**src/rtl/game_pkg.sv**
```systemverilog
// Shared board geometry, tile exponents and spawner state encodings for the game datapath.
package game_pkg;

    localparam int unsigned N_CELLS   = 16;
    localparam int unsigned CELL_W    = 4;
    localparam logic [3:0]  EMPTY_EXP = 4'd0;

    localparam logic [3:0]  EXP_2     = 4'd1;
    localparam logic [3:0]  EXP_4     = 4'd2;

    typedef logic [2:0] spawn_state_t;

    localparam spawn_state_t S_IDLE  = 3'd0;
    localparam spawn_state_t S_PICK  = 3'd1;
    localparam spawn_state_t S_SCAN  = 3'd2;
    localparam spawn_state_t S_VALUE = 3'd3;
    localparam spawn_state_t S_DONE  = 3'd4;

endpackage

```
**src/rtl/tile_empty_mask.sv**
```systemverilog
// Flags every empty cell of the packed 4x4 board; shared with the game-over detector.
module tile_empty_mask
    import game_pkg::*;
(
    input  logic [N_CELLS*CELL_W-1:0] board,
    output logic [N_CELLS-1:0]        mask
);

    always_comb begin
        mask = '0;
        for (int unsigned i = 0; i < N_CELLS; i++) begin
            mask[i] = (board[i*CELL_W +: CELL_W] == EMPTY_EXP);
        end
    end

endmodule

```
**src/rtl/tile_spawner.sv**
```systemverilog
// Places one random "2" or "4" tile in an empty board cell per request, with a linear-scan fallback.
module tile_spawner
    import game_pkg::*;
#(
    parameter int unsigned MAX_TRIES   = 8,
    parameter int unsigned FOUR_THRESH = 2
) (
    input  logic                      clk,
    input  logic                      rst,
    input  logic                      req,
    input  logic [N_CELLS*CELL_W-1:0] board,
    input  logic [3:0]                rnd,
    output logic                      busy,
    output logic                      done,
    output logic                      full,
    output logic                      spawn_we,
    output logic [3:0]                spawn_idx,
    output logic [3:0]                spawn_exp
);

    localparam int unsigned       TRY_W    = (MAX_TRIES > 1) ? $clog2(MAX_TRIES) : 1;
    localparam logic [TRY_W-1:0]  LAST_TRY = TRY_W'(MAX_TRIES - 1);

    spawn_state_t        state, state_next;
    logic [N_CELLS-1:0]  board_mask;
    logic [N_CELLS-1:0]  snap_mask;
    logic [TRY_W-1:0]    try_cnt;
    logic [3:0]          scan_ptr;
    logic                no_space, no_space_next;

    tile_empty_mask u_mask (
        .board (board),
        .mask  (board_mask)
    );

    always_comb begin
        state_next    = state;
        no_space_next = no_space;
        case (state)
            S_IDLE: begin
                if (req) begin
                    no_space_next = ~|board_mask;
                    state_next    = (|board_mask) ? S_PICK : S_DONE;
                end
            end
            S_PICK: begin
                if (snap_mask[rnd])            state_next = S_VALUE;
                else if (try_cnt == LAST_TRY)  state_next = S_SCAN;
            end
            S_SCAN:  if (snap_mask[scan_ptr]) state_next = S_VALUE;
            S_VALUE: state_next = S_DONE;
            S_DONE:  state_next = S_IDLE;
            default: state_next = S_IDLE;
        endcase
    end

    // Only the empty mask of the accepted board is kept; later board edits are invisible.
    always_ff @(posedge clk) begin
        if (!rst) begin
            state     <= S_IDLE;
            snap_mask <= '0;
            try_cnt   <= '0;
            scan_ptr  <= '0;
            no_space  <= 1'b0;
            busy      <= 1'b0;
            done      <= 1'b0;
            full      <= 1'b0;
            spawn_we  <= 1'b0;
            spawn_idx <= '0;
            spawn_exp <= '0;
        end else begin
            state    <= state_next;
            no_space <= no_space_next;
            busy     <= (state_next != S_IDLE);
            done     <= (state_next == S_DONE);
            spawn_we <= (state_next == S_DONE) && !no_space_next;
            full     <= (state_next == S_DONE) && no_space_next;

            case (state)
                S_IDLE: begin
                    if (req) begin
                        snap_mask <= board_mask;
                        try_cnt   <= '0;
                    end
                end
                S_PICK: begin
                    if (snap_mask[rnd])           spawn_idx <= rnd;
                    else if (try_cnt == LAST_TRY) scan_ptr  <= rnd + 4'd1;
                    else                          try_cnt   <= try_cnt + 1'b1;
                end
                S_SCAN: begin
                    if (snap_mask[scan_ptr]) spawn_idx <= scan_ptr;
                    else                     scan_ptr  <= scan_ptr + 4'd1;
                end
                S_VALUE: spawn_exp <= (32'(rnd) < FOUR_THRESH) ? EXP_4 : EXP_2;
                default: ;
            endcase
        end
    end

endmodule

```
**config.mk**
```make
export PLATFORM = sky130hd
export DESIGN_NAME = tile_spawner
export DESIGN_NICKNAME = d
export VERILOG_FILES = /design/src/rtl/game_pkg.sv /design/src/rtl/tile_empty_mask.sv /design/src/rtl/tile_spawner.sv
export SDC_FILE = /design/constraint.sdc
export NUM_CORES = 1
export LEC_CHECK = 0
export CAP_MARGIN = 20
export CORE_MARGIN = 2
export CORE_UTILIZATION = 43
export CTS_CLUSTER_SIZE = 25
export DETAILED_ROUTE_END_ITERATION = 12
export PLACE_DENSITY = 0.81
export SLEW_MARGIN = 0
export SYNTH_ARGS = -nofsm -noshare
export SYNTH_HDL_FRONTEND = slang
export SYNTH_SLANG_ARGS = --single-unit
```
**constraint.sdc**
```tcl
create_clock -name clk -period 3.15 [get_ports clk]
set_input_delay 0.315 -clock clk [delete_from_list [all_inputs] [get_ports clk]]
set_output_delay 0.315 -clock clk [all_outputs]
set_load 0.01 [all_outputs]
```
==> run summary, run 1 <==
CP Data Required Time -> 3.37 ns
Synth warnings -> 0
PwrDens -> 395 mW/mm²
GRT overflow -> 0
crit path to -> scan_ptr[3]
crit start category -> input port
layout cells sized above 1 -> 7.23%
Fin. Hold Viols -> 0
ranking of synthesized cells by area -> dfxtp_1 37%, nand2_1 8.1%, nor4_1 6.9%
fmax -> 394 MHz
mean area per synthesized cell -> 8.28 µm²
setup bufs post-CTS -> 0
hold-fix buffers at CTS -> 0
number of global-route vias before repair -> 1975
die width -> 72.0 µm
Final HPWL DP -> 4.11 mm
Seq cells post-synth -> 37
CP Class -> in2reg
Post-Synthesis Cell Area -> 0.00199 mm²
first-pass GRT wire length -> 8.95 mm
clock share of power -> 37.2%
Least-Margin Pin Slew -> 0.730 ns
routability congestion estimate -> 0.936
Relative slew margins -> 51.2%
initial antenna violation count -> 0
Routed wire per std cell -> 14.2 µm
Min Hold Slack -> 0.449 ns
clock sink count -> 37
Seq/Total Area, Yosys -> 37.3%
GRT Resource Usage Total -> 22.0%
reg2reg path depth -> 6
post-layout min period -> 2.54 ns
max_cap viols -> 0
cell type with the largest total area after synthesis -> dfxtp_1
post-layout util -> 66.4%
# resized after CTS -> 0
Clock transition at path regs -> 0.07 ns
drt total wl -> 5.26 mm
Sequential Power Share -> 43.2%
DR iter-0 viols -> 177
internal power -> 0.871 mW
fin worst setup slack -> 0.612 ns
Num CTS Buffers -> 5
Root Driver -> clkbuf_8
final setup fails -> 0
Synth cell types -> 49
DRC viols -> 0
R2R Setup Slk -> 0.70 ns
crit path max fanout -> 6
largest net degree at the start of global routing -> 38
port bufs -> 80
Ports -> 83
Die H -> 72.0 µm
Syn Inst Count -> 240
Layout area overhead -> 47.4%
Post-Place Cell Area -> 0.00281 mm²
row count -> 24
# diodes -> 0
CP endpoint kind -> flop
DRT antenna net count -> 0
Sum Neg Setup Slack -> 0 ns
Worst Skew -> 0.00455 ns
CTS tree -> yes
Hold Path Class -> reg2reg
Starting Density -> 45.0%
Clock Latency Late Sink -> 0.29 ns
Via density -> 5.65
pre-CTS setup slack -> 0.328 ns
r2r startpoint -> state[1]
CTS H-tree lvls -> 2
TritonRoute pass-1 iters -> 4
NetSw -> 0.285 mW
routed vias -> 2089
die area -> 0.00518 mm²
fin. max-slew vios -> 0
reg2reg end -> scan_ptr[2]
Tcrit/Tclk final -> 80.6%
final-stage net count -> 391
Sw Share -> 24.6%
Lkg Pwr -> 1.02 nW
worst vdd ir -> 0.000184 V
worst setup path start -> rnd[0]
Placeable Area -> 0.00441 mm²
CTS max path bufs -> 2
outcome -> completed
power share of the combinational group -> 19.6%
Finished Cell Area -> 0.00293 mm²
Worst EP arrival -> 2.76 ns
RSZ-0062 raised after global routing -> no
Yosys top cell area share -> 37.3%
power groups by stage:
stage                     combinational (mW)  clock, mW  sequential, mW
after CTS                              0.226      0.437           0.500
after global placement                 0.221          0           0.510
after floorplan                        0.105          0           0.506
final                                  0.227      0.430           0.500
after global routing                   0.249      0.459           0.502
after detailed placement               0.225          0           0.511
layer usage:
metal / routed length [µm] / GRT usage, % / up-vias
li1: - / - / 1036
met1: 2190 / 26.3 / 958
met2: 2560 / 36.1 / 78
met3: 327 / 6.67 / 17
met4: 177 / 10.9 / 0
met5: 0 / 0 / -
area by class of cell:
class / count / area (µm²)
Multi-Input combinational cell: 186 / 1160
Sequential cell: 37 / 741
Timing Repair Buffer: 84 / 831
Clock buffer: 6 / 82.6
Clock inverter: 2 / 37.5
Inverter: 3 / 11.3
Fill cell: 369 / 1480
Tap cell: 52 / 65.1
placed cells by master, fill, tap and decap left out, drive strengths merged, types with 2 or more instances in the layout:
cell / netlist / routed
clkdlybuf4s50: 0 / 80
nand2: 43 / 43
dfxtp: 37 / 37
a21oi: 27 / 27
nor4: 22 / 22
nor2: 18 / 18
mux2i: 11 / 11
nand3: 7 / 7
clkbuf: 7 / 6
nand3b: 4 / 4
nor2b: 4 / 4
buf: 8 / 4
mux2: 4 / 4
mux4: 3 / 3
a311oi: 3 / 3
nor3: 3 / 3
a31oi: 3 / 3
ha: 3 / 3
inv: 3 / 3
and2: 2 / 2
a32oi: 2 / 2
a211oi: 2 / 2
conb: 1 / 2
o21ai: 2 / 2
or2: 2 / 2
sequential cells by signal, indices dropped and copies added, names as in the netlist:
name,flops
done,1
spawn_we,1
spawn_idx,4
busy,1
snap_mask,16
scan_ptr,4
state,3
no_space,1
full,1
try_cnt,3
spawn_exp,2
per-stage QoR:
step / power (mW) / std cells
5_1_grt: 1.21 / 370
2_1_floorplan: 0.611 / 241
3_3_place_gp: 0.731 / 362
3_5_place_dp: 0.736 / 362
6_report: 1.16 / 370
4_1_cts: 1.16 / 370
how the worst min path moves through the flow:
stage / from / end / slack [ns] / cells past startpoint
floorplan: no_space / spawn_we / 0.42 / 1
global placement: no_space / spawn_we / 0.43 / 1
detailed placement: no_space / spawn_we / 0.44 / 1
CTS: no_space / spawn_we / 0.45 / 1
global route: try_cnt[1] / try_cnt[1] / 0.49 / 2
finish: no_space / spawn_we / 0.45 / 1
cell usage after synthesis, drive strengths merged:
cell      n
or3b      1
inv       3
a21oi    27
nor4     22
a2111oi   1
a41oi     1
nor2     18
nand3     7
mux2i    11
mux2      4
o21ai     2
a311oi    3
o211a     1
nand3b    4
nor3b     1
conb      1
nor3      3
a32oi     2
nand2b    1
or2       2
buf       8
a311o     1
nor2b     4
a22oi     1
a31o      1
nand2    43
a21boi    1
clkbuf    7
dfxtp    37
o32a      1
a211o     1
nand4     1
ha        3
a31oi     3
nor4b     1
o21a      1
a211oi    2
mux4      3
and2      2
a221o     1
or4       1
or4bb     1
and3      1
critical path: stages:
cell and delay (ns):
clkdlybuf4s50_1 0.60, mux2_2 0.38, mux4_2 0.49, a21boi_2 0.19, nand3_1 0.15, or4_1 0.49
a31oi_1 0.14
logic make-up (layout without fill, tap and decap cells):
logic type,after synthesis,after routing,synth area share (%)
compound gates,50,50,16.3
other cells,1,2,0.189
flops,37,37,37.3
buf+inv,18,95,4.78
mux,18,18,11.2
fa+ha+maj,3,3,1.89
simple gates,113,113,28.4
Power figures use the tool's default switching activity.
==> run 2: changes to the inputs <==
CORE_UTILIZATION = 39   (was 43)
PLACE_DENSITY = 0.77   (was 0.81)
clock period = 2.05 ns   (was 3.15 ns; I/O delays follow)
==> run 2 against run 1 <==
Largest power group unchanged. Register-to-register slack lost 0.82 ns. Setup slack lost 0.73 ns. Non-clock buffer count increased by 37. The flow now finishes with violations (negative setup slack). Clock-buffer cell count is 1 lower. Largest cell class unchanged. Critical path type is now reg2reg.
==> run summary, run 2 (synthesis results as in run 1) <==
Via density -> 5.36
clock sink count -> 37
Hold Path Class -> reg2reg
routability congestion estimate -> 0.857
port bufs -> 80
row count -> 25
final setup fails -> 8
Slowest cell on crit path -> mux4_2
Min Hold Slack -> 0.449 ns
die area -> 0.00569 mm²
Lkg Pwr -> 1.24 nW
CP Cell Sequence -> mux2_2 -> mux4_2 -> a21boi_2 -> nand3_2 -> or4_4 -> a31oi_1
most frequent cells in the layout -> 79 x clkdlybuf4s50_1, 42 x nand2_1, 38 x buf_4
# diodes -> 0
CTS tree -> yes
fin worst setup slack -> -0.119 ns
fin. max-slew vios -> 0
Largest register FFs -> 16
WP depth -> 6
CP top delay family -> multiplexers
failing checks -> negative setup slack
outcome -> finished with violations
Placed Instances -> 407
Post-Place Cell Area -> 0.00305 mm²
PwrDens -> 580 mW/mm²
Routed wire per std cell -> 14.5 µm
drt total wl -> 6.10 mm
fmax -> 461 MHz
hold-fix buffers at CTS -> 0
pre-CTS setup slack -> -0.654 ns
DRT antenna net count -> 0
DR iter-0 viols -> 117
CP Data Required Time -> 2.26 ns
Clock Latency Late Sink -> 0.29 ns
reg2reg path depth -> 6
Worst Skew -> 0.00348 ns
biggest registers after layout -> snap_mask (16), scan_ptr (4), spawn_idx (4)
Tcrit/Tclk final -> 106%
Layout area overhead -> 66.6%
Root Driver -> clkbuf_8
Hold Crit Depth -> 1
max_cap viols -> 0
Finished Cell Area -> 0.00331 mm²
routed vias -> 2264
RSZ-0062 raised after global routing -> yes
final-stage net count -> 428
Finished Layout Cells -> 422
crit path max fanout -> 4
CTS H-tree lvls -> 2
Fin. Hold Viols -> 0
CP Class -> reg2reg
CP endpoint kind -> flop
largest net degree at the start of global routing -> 21
Buf/Inv on CP -> 0
DRC viols -> 0
Clock transition at path regs -> 0.07 ns
die width -> 75.4 µm
Critical Path Max Stage Delay -> 0.50 ns
Placeable Area -> 0.00482 mm²
worst vdd ir -> 0.000285 V
TritonRoute pass-1 iters -> 4
first-pass GRT wire length -> 9.79 mm
Final HPWL DP -> 4.70 mm
Filler Cell Count -> 393
Die H -> 75.4 µm
largest register by flop count -> snap_mask
CTS max path bufs -> 2
layout cells sized above 1 -> 22.3%
post-layout min period -> 2.17 ns
Starting Density -> 41.3%
GRT Resource Usage Total -> 22.5%
number of global-route vias before repair -> 2155
Num CTS Buffers -> 5
GRT overflow -> 0
Worst EP arrival -> 2.38 ns
Ports -> 83
crit start category -> flop
commonest non-fill, non-tap cell in the layout -> clkdlybuf4s50_1
initial antenna violation count -> 0
==> run 2: cell types whose count changed in the layout (fill, tap and decap cells not counted), sizes merged <==
cell           before  now
buf                 4   41
bufinv              1    2
clkdlybuf4s50      80   79
clkinv              0    1
clkinvlp            1    0
==> run 2: worst paths after layout <==
path                       from           to  slack [ns]
hold / removal         no_space     spawn_we        0.45
hold reg to reg        no_space     spawn_we        0.45
setup reg to reg  snap_mask[11]  scan_ptr[3]       -0.12
setup / recovery  snap_mask[11]  scan_ptr[3]       -0.12
==> run 2: worst register-to-register path: cells and delay by family, from the launching register on <==
| kind | cells | cell delay, ns |
|---|---|---|
| AOI/OAI and AO/OA | 2 | 0.35 |
| DFF | 1 | 0.34 |
| muxes | 2 | 0.77 |
| and+or+nand+nor | 2 | 0.64 |
==> run 2: layout make-up <==
| cell class | instances | area, µm² | share of cell area [%] |
|---|---|---|---|
| tap | 67 | 83.8 | 2.53 |
| inverter | 3 | 11.3 | 0.340 |
| clock buffer | 5 | 68.8 | 2.08 |
| multi-input combinational | 186 | 1220 | 36.7 |
| timing repair buffer | 121 | 1110 | 33.6 |
| clock inverter | 3 | 65.1 | 1.96 |
| sequential | 37 | 752 | 22.7 |
==> run 2: stage by stage <==
stage                     power, mW  setup TNS [ns]  utilization (%)
after floorplan               0.941          -0.403                -
after global placement         1.16           -5.78             63.4
after detailed placement       1.17           -6.73             63.4
after CTS                      1.90          -0.190             67.2
after global routing           2.00           -1.17             68.8
final                          1.92          -0.382             68.8
==> run 2: where the power goes <==
part | internal, mW | switching [mW]
sequential | 0.745 | 0.0176
clock | 0.483 | 0.252
combinational | 0.241 | 0.182
total | 1.47 | 0.452
==> run 2: what timing repair did <==
item,CTS,global route
buffers inserted,2,5
endpoints found under the setup margin,14,11
gates resized for setup,13,15
pin swaps,6,5
==> run 2: per-layer routing <==
layer / global-route usage, % / up-vias / part of all wire (%)
met4: 5.07 / 0 / 1.8
met1: 26.4 / 1046 / 42
li1: - / 1115 / -
met5: 0 / - / 0
met3: 5.69 / 15 / 6.1
met2: 41.1 / 88 / 50
